### src/rtl/sqrt_controller_if.sv
// sqrt_controller_if: requester/core/consumer handshake bundle of the square-root sequencer
interface sqrt_controller_if #(parameter int CNT_W = 6);
  logic             i_start;
  logic             i_in_type;
  logic             i_run;
  logic             i_out_ack;
  logic             i_core_zero_rem;
  logic             o_ready;
  logic             o_ld_reg;
  logic             o_core_init;
  logic             o_core_step;
  logic [CNT_W-1:0] o_step_idx;
  logic             o_res_ld;
  logic [CNT_W-1:0] o_rem_steps;
  logic             o_type_q;
  logic             o_bypass;
  logic             o_out_valid;
  logic             o_busy;
  modport slave (
    input  i_start, i_in_type, i_run, i_out_ack, i_core_zero_rem,
    output o_ready, o_ld_reg, o_core_init, o_core_step, o_step_idx, o_res_ld,
           o_rem_steps, o_type_q, o_bypass, o_out_valid, o_busy
  );
  modport master (
    output i_start, i_in_type, i_run, i_out_ack, i_core_zero_rem,
    input  o_ready, o_ld_reg, o_core_init, o_core_step, o_step_idx, o_res_ld,
           o_rem_steps, o_type_q, o_bypass, o_out_valid, o_busy
  );
endinterface

### src/rtl/sqrt_controller.sv
// sqrt_controller: sequencing FSM for the iterative square-root core
// Optional early exit on zero remainder: define SQRT_CTRL_EARLY_EXIT_EN
module sqrt_controller #(
  parameter int SP_ITERS = 25,
  parameter int DP_ITERS = 54,
  parameter int CNT_W    = 6
) (
  input logic         clk,
  input logic         rst_n,
  sqrt_controller_if.slave bus
);
  typedef enum logic [2:0] {IDLE, INIT, ITER, NORM, DONE} state_t;
  localparam logic [CNT_W-1:0] SP_LAST = CNT_W'(SP_ITERS - 1);
  localparam logic [CNT_W-1:0] DP_LAST = CNT_W'(DP_ITERS - 1);
  state_t           r_state, w_state_nxt;
  logic [CNT_W-1:0] r_cnt, w_cnt_nxt;
  logic [CNT_W-1:0] r_idx, w_idx_nxt;
  logic [CNT_W-1:0] r_rem, w_rem_nxt;
  logic             r_type, w_type_nxt;
  logic             r_bypass, w_bypass_nxt;
  logic             w_early;
`ifdef SQRT_CTRL_EARLY_EXIT_EN
  assign w_early = bus.i_core_zero_rem;
`else
  assign w_early = 1'b0 & bus.i_core_zero_rem;
`endif
  always_ff @(posedge clk or negedge rst_n) begin
    if (!rst_n) begin
      r_state  <= IDLE;
      r_cnt    <= '0;
      r_idx    <= '0;
      r_rem    <= '0;
      r_type   <= 1'b0;
      r_bypass <= 1'b0;
    end else begin
      r_state  <= w_state_nxt;
      r_cnt    <= w_cnt_nxt;
      r_idx    <= w_idx_nxt;
      r_rem    <= w_rem_nxt;
      r_type   <= w_type_nxt;
      r_bypass <= w_bypass_nxt;
    end
  end
  always_comb begin
    w_state_nxt  = r_state;
    w_cnt_nxt    = r_cnt;
    w_idx_nxt    = r_idx;
    w_rem_nxt    = r_rem;
    w_type_nxt   = r_type;
    w_bypass_nxt = r_bypass;
    case (r_state)
      IDLE: if (bus.i_start) begin
        w_type_nxt   = bus.i_in_type;
        w_bypass_nxt = !bus.i_run;
        w_rem_nxt    = '0;
        w_state_nxt  = bus.i_run ? INIT : DONE;
      end
      INIT: begin
        w_cnt_nxt   = r_type ? DP_LAST : SP_LAST;
        w_idx_nxt   = '0;
        w_state_nxt = ITER;
      end
      ITER: if (r_cnt == '0) w_state_nxt = NORM;
      else if (w_early) begin
        w_rem_nxt   = r_cnt;
        w_state_nxt = NORM;
      end else begin
        w_cnt_nxt = r_cnt - 1'b1;
        w_idx_nxt = r_idx + 1'b1;
      end
      NORM: w_state_nxt = DONE;
      DONE: w_state_nxt = bus.i_out_ack ? IDLE : DONE;
      default: w_state_nxt = IDLE;
    endcase
  end
  assign bus.o_ready     = r_state == IDLE;
  assign bus.o_ld_reg    = (r_state == IDLE) && bus.i_start;
  assign bus.o_core_init = r_state == INIT;
  assign bus.o_core_step = r_state == ITER;
  assign bus.o_res_ld    = r_state == NORM;
  assign bus.o_out_valid = r_state == DONE;
  assign bus.o_busy      = r_state != IDLE;
  assign bus.o_step_idx  = r_idx;
  assign bus.o_rem_steps = r_rem;
  assign bus.o_type_q    = r_type;
  assign bus.o_bypass    = r_bypass;
endmodule

### src/flat_wrapper.sv
// flat-port wrapper written by rule: the top's interface ports become plain ports
module sqrt_controller_flat 
#(
  parameter int SP_ITERS = 25,
  parameter int DP_ITERS = 54,
  parameter int CNT_W    = 6
)
  (clk, rst_n, bus_i_start, bus_i_in_type, bus_i_run, bus_i_out_ack, bus_i_core_zero_rem, bus_o_ready, bus_o_ld_reg, bus_o_core_init, bus_o_core_step, bus_o_step_idx, bus_o_res_ld, bus_o_rem_steps, bus_o_type_q, bus_o_bypass, bus_o_out_valid, bus_o_busy);
  sqrt_controller_if #(.CNT_W(CNT_W)) bus_i ();
  input logic clk;
  input logic rst_n;
  input wire logic [$bits(bus_i.i_start)-1:0] bus_i_start;
  input wire logic [$bits(bus_i.i_in_type)-1:0] bus_i_in_type;
  input wire logic [$bits(bus_i.i_run)-1:0] bus_i_run;
  input wire logic [$bits(bus_i.i_out_ack)-1:0] bus_i_out_ack;
  input wire logic [$bits(bus_i.i_core_zero_rem)-1:0] bus_i_core_zero_rem;
  output wire logic [$bits(bus_i.o_ready)-1:0] bus_o_ready;
  output wire logic [$bits(bus_i.o_ld_reg)-1:0] bus_o_ld_reg;
  output wire logic [$bits(bus_i.o_core_init)-1:0] bus_o_core_init;
  output wire logic [$bits(bus_i.o_core_step)-1:0] bus_o_core_step;
  output wire logic [$bits(bus_i.o_step_idx)-1:0] bus_o_step_idx;
  output wire logic [$bits(bus_i.o_res_ld)-1:0] bus_o_res_ld;
  output wire logic [$bits(bus_i.o_rem_steps)-1:0] bus_o_rem_steps;
  output wire logic [$bits(bus_i.o_type_q)-1:0] bus_o_type_q;
  output wire logic [$bits(bus_i.o_bypass)-1:0] bus_o_bypass;
  output wire logic [$bits(bus_i.o_out_valid)-1:0] bus_o_out_valid;
  output wire logic [$bits(bus_i.o_busy)-1:0] bus_o_busy;
  assign bus_i.i_start = bus_i_start;
  assign bus_i.i_in_type = bus_i_in_type;
  assign bus_i.i_run = bus_i_run;
  assign bus_i.i_out_ack = bus_i_out_ack;
  assign bus_i.i_core_zero_rem = bus_i_core_zero_rem;
  assign bus_o_ready = bus_i.o_ready;
  assign bus_o_ld_reg = bus_i.o_ld_reg;
  assign bus_o_core_init = bus_i.o_core_init;
  assign bus_o_core_step = bus_i.o_core_step;
  assign bus_o_step_idx = bus_i.o_step_idx;
  assign bus_o_res_ld = bus_i.o_res_ld;
  assign bus_o_rem_steps = bus_i.o_rem_steps;
  assign bus_o_type_q = bus_i.o_type_q;
  assign bus_o_bypass = bus_i.o_bypass;
  assign bus_o_out_valid = bus_i.o_out_valid;
  assign bus_o_busy = bus_i.o_busy;
  sqrt_controller #(.SP_ITERS(SP_ITERS), .DP_ITERS(DP_ITERS), .CNT_W(CNT_W)) u_core (.clk(clk), .rst_n(rst_n), .bus(bus_i));
endmodule
### config.mk
export PLATFORM = sky130hd
export DESIGN_NAME = sqrt_controller_flat
export DESIGN_NICKNAME = d
export VERILOG_FILES = /design/src/rtl/sqrt_controller_if.sv /design/src/rtl/sqrt_controller.sv /design/src/flat_wrapper.sv
export SDC_FILE = /design/constraint.sdc
export NUM_CORES = 1
export LEC_CHECK = 0
export BUFFER_PORTS_ARGS = -buffer_cell sky130_fd_sc_hd__buf_2
export CORE_MARGIN = 1
export CORE_UTILIZATION = 54
export DETAILED_ROUTE_END_ITERATION = 10
export GPL_TIMING_DRIVEN = 0
export PLACE_DENSITY = 0.93
export SLEW_MARGIN = 10
export SYNTH_ARGS = -nofsm -noshare
export SYNTH_HDL_FRONTEND = slang
export SYNTH_SLANG_ARGS = --single-unit
### constraint.sdc
create_clock -name clk -period 4.7 [get_ports clk]
set_clock_uncertainty 0.15 [all_clocks]
set_input_delay 1.175 -clock clk [delete_from_list [all_inputs] [get_ports clk]]
set_output_delay 1.175 -clock clk [all_outputs]
set_load 0.05 [all_outputs]
==> impl_results.md <==
- WS Path Type: reg2out
- Top Metal Used: met4
- Clock Sinks: 17
- Unrepaired setup endpoints after global routing: false
- Hold_ws: 340 ps
- Critical path's slowest cell: nor3b_1
- Drt drc: 0
- Root Buffer: clkbuf_4
- Required time worst endpoint: 3380 ps
- Reg power frac: 30.3%
- Post-DRT Antenna Nets: 0
- Worst Setup End Kind: output pin
- Internal power: 0.000388 W
- Gr usage total: 21.2%
- Number of I/O pins: 28
- Overall Power: 0.000859 W
- Flop-to-flop setup slack: 2540 ps
- Logic pwr share: 60.2%
- Worst r2r src: u_core.r_cnt[0]
- WL final: 1970 µm
- Switch Pwr: 0.000471 W
- Routability cong.: 0.888
- Period minus WS final: 3320 ps
- Crit Path Max Fanout: 10
- H-Tree Depth: 1
- Clock network power share: 9.5%
- Ys flop type: dfrtp_1
- Share of cells above drive strength 1: 25.4%
- Area growth, synth to finish: 18.1%
- Routed vias/inst: 5.35
- Avg Inst Size Synth: 8.70 µm²
- Largest net degree at the start of global routing: 18
- Max stage delay on crit path: 650 ps
- CTS tree: built
- Wirelength per Cell: 11.8 µm
- First-pass GRT wire length: 3040 µm
- Vias in the first global route: 711
- Endpoints failing setup: 0
- GRT overflow: 0
- Asr flop ratio synth: 100%
- Fin crit share: 70.7%
- Die Width: 44.7 µm
- Sequential-to-total area share from yosys stat: 43.3%
- Diode count: 0
- Power Density: 740 mW/mm²
- EDFF count, synth: 0
- Yosys reg bits: 17
- Slew Limit Headroom: 52.2%
- Setup TNS: 0 ps
- Met3 wire length: 117 µm
- Initial antenna violation count: 0
- Clk Latency, worst-skew pair: 310 ps
- Die Ht: 44.7 µm
- Core Rows: 15
- M1 wire length: 861 µm
- Layout Nets: 153
- CTS clk-pin slew, worst paths: 100 ps
- Leakage: 0.601 nW
- Syn Std Cell Area: 983 µm²
- Vias: 893
- Commonest non-fill, non-tap cell in the layout: buf_2
- # port buffers: 20
- Net Sw Frac: 54.9%
- 1st-iter DRT viols: 27
- Synth cell types: 36
- Commonest non-fill, non-tap cells in the layout: 24 x buf_2, 17 x dfrtp_1, 12 x nor2_1, 10 x a21oi_1
- CTS Buf Count: 3
- Hold_buf cts: 0
- Post-CTS sizing: 0
- Critical-path cell list: clkbuf_1 -> nor3b_1 -> buf_2
- Mapped Cells: 113
- Maxcap violations: 0
- Crit. Startpoint: u_core.r_state[1]
- Met2 WL: 948 µm
- Status: finished clean
- Slew @ Worst Pin: 716 ps
- Slew Limit Fails: 0
- Bufs on Longest Clock Path: 2
- CP Launch Type: register
- VDD IR max: 0.570 mV
- WP data arrival: 2000 ps
- Hold Fails Final Rpt: 0
- Crit Reg-Reg Endpoint: u_core.bus.o_step_idx[4]
- DR pass1 iterations: 4
- Starting density of the core: 57.6%
- F_max: 301 MHz
- Die Area: 0.00200 mm²
- Cell depth of the worst flop-to-flop path: 7
- Core area: 0.00171 mm²
- Critical Path End: bus_o_core_init
- Post-CTS Setup Inserts: 0
- Dpl hpwl: 1460 µm
- Yosys Warn Count: 0
- Hold Path Class: reg2reg
## per-layer routing
| metal | vias up | GRT usage [%] |
|---|---|---|
| met1 | 404 | 27.3 |
| met5 | - | 0 |
| met2 | 40 | 34.7 |
| li1 | 444 | - |
| met3 | 5 | 2.45 |
| met4 | 0 | 11.5 |
## cells in the mapped netlist, types with 4 or more instances
library cell	count	area share, %
or3_1	5	3.2
o21ai_1	6	3.1
buf_4	6	4.6
nand2_1	5	1.9
buf_2	4	2.0
dfrtp_1	17	43
nor3_1	5	2.5
nor2_1	12	4.6
o21ai_0	6	3.1
a21oi_1	10	5.1
inv_1	6	2.3
## cells by family after synthesis
| logic type | count (synthesis) | synth area share [%] |
|---|---|---|
| xor+xnor | 1 | 0.891 |
| buf+inv | 18 | 9.67 |
| compound gates | 33 | 20.1 |
| simple gates | 38 | 19.7 |
| flops | 17 | 43.3 |
| other cells | 1 | 0.381 |
| fa+ha+maj | 3 | 3.82 |
| mux | 2 | 2.16 |
## state kept, by name, indices dropped and copies added, names as in the netlist
register               flops
u_core.bus.o_step_idx      6
u_core.r_cnt               6
u_core.r_state             3
u_core.bus.o_bypass        1
u_core.bus.o_type_q        1
## layout make-up
cell class | count | area, µm²
clock buffer | 3 | 22.5
buffer | 11 | 68.8
sequential | 17 | 425
fill | 146 | 547
multi-input combinational | 83 | 482
clock inverter | 1 | 5.00
timing repair buffer | 20 | 100
tap | 25 | 31.3
inverter | 7 | 26.3
## worst max-delay path, delay by kind of cell (launching register included)
family | cells | cell delay [ps]
and+or+nand+nor | 1 | 650
buffers and inverters | 2 | 610
DFF | 1 | 430
## metrics by stage
step / cells / utilization, % / area, µm² / setup WS (ps)
floorplan: 118 / - / 1000 / 925
global placement: 163 / 66.4 / 1130 / 1690
detailed placement: 163 / 66.4 / 1130 / 1680
CTS: 167 / 68.0 / 1160 / 1360
global route: 167 / 68.0 / 1160 / 1250
finish: 167 / 68.0 / 1160 / 1380
## power groups by stage
stage	Sequential [W]	Clock (W)	Combinational, W
final	0.000260	0.0000814	0.000517
after global placement	0.000257	0	0.000496
after global routing	0.000266	0.0000861	0.000555
after CTS	0.000259	0.0000807	0.000514
after detailed placement	0.000261	0	0.000511
after floorplan	0.000326	0	0.000336
## worst min-delay path by stage
stage	startpoint	end	slack, ps	cells past startpoint
floorplan	u_core.r_cnt[4]	u_core.r_cnt[4]	320	1
global placement	u_core.bus.o_bypass	u_core.bus.o_bypass	310	2
detailed placement	u_core.bus.o_bypass	u_core.bus.o_bypass	320	2
CTS	u_core.bus.o_bypass	u_core.bus.o_bypass	350	2
global route	u_core.r_cnt[4]	u_core.r_cnt[4]	380	1
finish	u_core.bus.o_bypass	u_core.bus.o_bypass	340	2
(Power assumes the default switching activity.)
